--- src/rtl/serial_add.sv ---
// Bit-serial LSB-first adder: computes a + b + cin one bit per clock with a single full-adder
// cell, presenting the registered sum and carry-out with a one-cycle Done pulse.
module serial_add #(
  parameter int unsigned DATAWIDTH = 8
) (
  input  logic                 Clk,
  input  logic                 Rst,
  input  logic                 Start,
  input  logic [DATAWIDTH-1:0] a,
  input  logic [DATAWIDTH-1:0] b,
  input  logic                 cin,
  output logic                 Busy,
  output logic                 Done,
  output logic [DATAWIDTH-1:0] sum,
  output logic                 cout
);

  localparam int unsigned CW = (DATAWIDTH > 1) ? $clog2(DATAWIDTH) : 1;
  localparam logic [CW-1:0] LastBit = CW'(DATAWIDTH - 1);

  typedef enum logic [1:0] {StIdle, StRun, StDone} state_e;

  state_e               state_q;
  logic [DATAWIDTH-1:0] a_sr, b_sr, res_sr;
  logic                 carry;
  logic [CW-1:0]        cnt;

  logic                 bit_s, carry_d;
  logic [DATAWIDTH-1:0] res_d;

  // The single full-adder cell working on the current LSBs.
  always_comb begin
    bit_s   = a_sr[0] ^ b_sr[0] ^ carry;
    carry_d = (a_sr[0] & b_sr[0]) | (a_sr[0] & carry) | (b_sr[0] & carry);
    res_d   = {bit_s, res_sr[DATAWIDTH-1:1]};
  end

  always_ff @(posedge Clk or posedge Rst) begin
    if (Rst) begin
      state_q <= StIdle;
      a_sr    <= '0;
      b_sr    <= '0;
      res_sr  <= '0;
      carry   <= 1'b0;
      cnt     <= '0;
      Busy    <= 1'b0;
      Done    <= 1'b0;
      sum     <= '0;
      cout    <= 1'b0;
    end else begin
      unique case (state_q)
        // DONE accepts a new request exactly like IDLE, giving back-to-back operation.
        StIdle, StDone: begin
          Done <= 1'b0;
          if (Start) begin
            a_sr    <= a;
            b_sr    <= b;
            carry   <= cin;
            cnt     <= '0;
            res_sr  <= '0;
            Busy    <= 1'b1;
            state_q <= StRun;
          end else begin
            state_q <= StIdle;
          end
        end
        StRun: begin
          a_sr   <= a_sr >> 1;
          b_sr   <= b_sr >> 1;
          carry  <= carry_d;
          res_sr <= res_d;
          if (cnt == LastBit) begin
            sum     <= res_d;
            cout    <= carry_d;
            Busy    <= 1'b0;
            Done    <= 1'b1;
            state_q <= StDone;
          end else begin
            cnt <= cnt + CW'(1);
          end
        end
        default: state_q <= StIdle;
      endcase
    end
  end

endmodule

--- config.mk ---
export PLATFORM = sky130hd
export DESIGN_NAME = serial_add
export DESIGN_NICKNAME = d
export VERILOG_FILES = /design/src/rtl/serial_add.sv
export SDC_FILE = /design/constraint.sdc
export NUM_CORES = 1
export LEC_CHECK = 0
export CORE_MARGIN = 5
export CORE_UTILIZATION = 45
export CTS_CLUSTER_SIZE = 28
export DETAILED_ROUTE_END_ITERATION = 10
export PLACE_DENSITY = 0.74
export SKIP_CTS_REPAIR_TIMING = 1
export SLEW_MARGIN = 10
export SYNTH_ARGS = -nofsm -noshare
export SYNTH_HDL_FRONTEND = slang
export SYNTH_SLANG_ARGS = --single-unit
--- constraint.sdc ---
create_clock -name Clk -period 2 [get_ports Clk]
set_input_delay 0.4 -clock Clk [delete_from_list [all_inputs] [get_ports Clk]]
set_output_delay 0.4 -clock Clk [all_outputs]
set_load 0.02 [all_outputs]
# Yosys cells after proc, flatten, opt, wreduce, memory -nomap -nowiden
# Cells that the tools add are included.
# op_classes
reduce_logical,8
n_bitwise,7
muxes,19
n_eq_ne,6
n_addsub,1
# op_table
op,count
$pmux W8 S2,3
$mux W8,3
$mux W3,2
$ne A2 B2 Y1 const B,3
$pmux W1 S2,3
$pmux W3 S2,1
$reduce_and A2 Y1,3
$reduce_and A3 Y1,2
$mux W1,5
$pmux W2 S2,1
$add A3 B1 Y3 const B,1
$and A1 B1 Y1,3
$eq A3 B3 Y1 const B,1
$eq A2 B1 Y1 const B,1
$eq A2 B2 Y1 const B,1
$logic_not A2 Y1,1
$mux W2,1
$or A1 B1 Y1,2
$reduce_bool A2 Y1,1
$reduce_or A2 Y1,1
$xor A1 B1 Y1,2
# totals
regBits,41
output_inout_bits,11
input_bits,20

# Depth between registers and ports, before layout
# logic_depth
word_depth,4
mapped_depth,5

# Worst setup path before layout
# No wires, ideal clock.
# synth_timing
path_kind,register -> register
startpoint,register cnt[0]
endpoint,register cnt[0]
t_arrival_ps,1385
slack_ps,488
synth_period_minus_slack_ps,1512
setup_time_ps,127
n_path_buf,0
stages_incl_launch_ff,6
path_cell_list,dfrtp_1 ha_1 ha_1 or3b_1 nand3_1 o21ai_0
# synth_via
elab_chain_cells,3
# synth_lines
element,line,text
"start, declared",26,logic [CW-1:0] cnt;
"start signal, assigned",79,cnt <= cnt + CW'(1);
$add A3 B1 Y3 / $eq A3 B3 Y1 (equally long branches),"79, 72",
$mux W3 / $ne A2 B2 Y1 (equally long branches),-,
$pmux W3 S2 / $reduce_and A3 Y1 (equally long branches),-,
# Several ways; a longest one is shown, not always the timed one. The select of a mux whose other input is x is not followed.
# A chain may end at the register's enable or synchronous reset.

# Worst setup path after layout
# layout_timing
startpoint,register Busy
endpoint,output Busy
# layout_rtl
element,line,text
"start, declared",12,"output logic Busy,"
"start signal, assigned",46,Busy <= 1'b0;
"start signal, assigned",61,Busy <= 1'b1;
"start signal, assigned",75,Busy <= 1'b0;
# No word-level cell between the ends.

==> flow_metrics.tcl <==
set metrics [dict create \
    antenna_found_initial 0 \
    dp_slack_ns 0.1372 \
    synth_nets 168 \
    fin_skew_ns 0.007310 \
    finalSetupViolCount 0 \
    coreArea_um2 3716 \
    fill_cells 316 \
    grt_max_degree 41 \
    crit_buf_inv 1 \
    dr.pass1.iters 4 \
    worst_pin_slew_ns 0.5697 \
    placedCellCount 217 \
    vias 1176 \
    num_antenna_cells 0 \
    cp.arrival_ns 1.27 \
    yosysTopAreaCell "dfrtp_1" \
    final_nets 199 \
    cp_max_fo 3 \
    synth-seq-cells 40 \
    grt-ovfl-total 0 \
    die_y_um 72.44 \
    grt_pass1_wl_mm 5.658 \
    yosysUniqueCellTypes 28 \
    initial_core_util 0.4721 \
    yosysWarnings 0 \
    cts_buffers 5 \
    drc 0 \
    synth_flop_cell "dfrtp_1" \
    ys_async_sr_fraction 1.000 \
    drive_gt1_frac 0.1243 \
    worstSetupPathType "register to output port" \
    wire_per_inst_um 14.60 \
    drtIter0Drc 66 \
    final_util 0.5892 \
    grt_pass1_vias 1195 \
    clock_path_buffers 2 \
    yosysMostFrequentCell "dfrtp_1" \
    synth_area_um2 1754 \
    maxCapViolCount 0 \
    power_per_cell_area_nw_per_um2 1561 \
    synth.avg_cell_area_um2 12.10 \
    die_width_um 72.44 \
    synth_area_leaders "dfrtp_1 (57%), mux2_4 (7.7%), a22o_1 (4.5%)" \
    cp_data_required_time_ns 1.60 \
    p_leak_nw 1.043 \
    dpl.hpwl_mm 2.287 \
    h-tree-depth 2 \
    status "complete, no violations" \
    fin_ws_ns 0.3338 \
    cts-root-buf "clkbuf_8" \
    syn_inst 145 \
    fin_crit_sh 0.8331 \
    final.min_clock_period_ns 1.666 \
    regArea_um2 1001 \
    relSlewSlack 0.6202 \
    via_per_inst 5.227 \
    crit_path_start_kind "register" \
    setup_tns_ns 0 \
    multi_input_area_um2 641.9 \
    synth-edff-count 0 \
    rsz0062_at_grt "false" \
    rows 22 \
    cts_tree "done" \
    instances_no_fill 225 \
    grt_usage 0.1377 \
    drv_slew 0 \
    slowest_delay_ns 0.61 \
    hold_viol_final 0 \
    vdd_drop_max_uv 615.9 \
    crit_path_end_kind "output port" \
    dieArea_um2 5247 \
    yosysSeqAreaShare 0.5706 \
    synthTopCellsByCount "dfrtp_1 (40), a21oi_1 (15), inv_1 (15), o22ai_1 (12)" \
    syn2layout_area_growth_pct 24.82 \
    hold_path.class "register to register" \
    ios 31 \
    clk_pin_slew_worst_paths_ns 0.07 \
    max_clock_freq_ghz 0.6002 \
    clkSinkCount 40 \
    cp_slowest_cell "clkdlybuf4s50_1" \
    routed_wl_mm 3.284 \
    critPathTopFamily "buffers and inverters" \
    crit_chain "clkdlybuf4s50_1" \
    worstSkewPairLatency_ns 0.29 \
    io_buffers 30 \
    place.gp.congestion 0.7681 \
    synth_top_area_frac 0.5706 \
    ant_nets 0 \
]
-- per-layer routing --
metal,part of all wire,track usage,up-vias
li1,-,-,570
met1,0.48,0.1884,568
met4,0.0094,0.03689,0
met3,0.063,0.04709,4
met5,0,0,-
met2,0.45,0.2093,34
-- final timing paths --
| path | start | to | slack, ns | depth (start not counted) |
|---|---|---|---|---|
| min reg2reg | Done | Done | 0.51 | 1 |
| min in group asynchronous | Rst | sum[2] | 0.54 | 3 |
| max | Busy | Busy | 0.33 | 1 |
| max in group asynchronous | Rst | cnt[1] | 1.12 | 3 |
| min | Done | Done | 0.51 | 1 |
| max reg2reg | cnt[0] | cnt[0] | 0.35 | 5 |
-- state kept, by name, indices dropped and copies added (netlist names) --
register	count
cout	1
cnt	3
sum	8
res_sr	7
Done	1
Busy	1
state_q	2
a_sr	8
carry	1
b_sr	8
-- placed cells by master, fill, tap and decap left out, types with 2 or more instances in the layout --
cell | synthesis | final
a211oi_1 | 3 | 3
a21oi_1 | 15 | 15
a22o_1 | 9 | 9
buf_4 | 2 | 3
clkbuf_8 | 0 | 5
clkdlybuf4s50_1 | 0 | 30
dfrtp_1 | 40 | 40
ha_1 | 2 | 2
inv_1 | 15 | 15
mux2_4 | 9 | 9
mux2i_1 | 3 | 3
nand2_1 | 4 | 4
nand2b_1 | 2 | 2
nand3_1 | 4 | 4
nor2_1 | 2 | 2
nor2b_1 | 5 | 5
o21ai_0 | 2 | 2
o22ai_1 | 12 | 12
-- through the flow --
stage | instance area, um^2 | total power, mW | hold slack [ns]
after CTS | 2190 | 3.454 | 0.5048
after global routing | 2190 | 3.667 | 0.5308
after detailed placement | 2082 | 2.806 | 0.4891
final | 2190 | 3.419 | 0.5053
after floorplan | 1754 | 2.399 | 0.4646
after global placement | 2082 | 2.734 | 0.4716
-- cell families (layout without fill, tap and decap cells) --
logic type | Yosys count | in the layout | share of synthesized area
AOI/OAI and AO/OA | 45 | 45 | 0.1662
adders and majority gates | 3 | 3 | 0.02568
buffers and inverters | 24 | 56 | 0.06347
DFF | 40 | 40 | 0.5706
muxes | 13 | 13 | 0.1006
and+or+nand+nor | 20 | 20 | 0.07346
-- where the power goes --
| part | internal, mW | leakage [nW] | switching [mW] |
|---|---|---|---|
| logic | 0.703 | 0.499 | 0.618 |
| clock network | 0.370 | 0.0552 | 0.270 |
| registers | 1.18 | 0.489 | 0.282 |
-- final cells by class --
type | count | share of cell area
sequential | 40 | 0.4571
multi-input combinational | 81 | 0.2931
timing repair buffer | 33 | 0.1474
clock buffer | 6 | 0.03314
tap | 48 | 0.02743
inverter | 15 | 0.02571
clock inverter | 2 | 0.01600
Power figures use the tool's default switching activity.
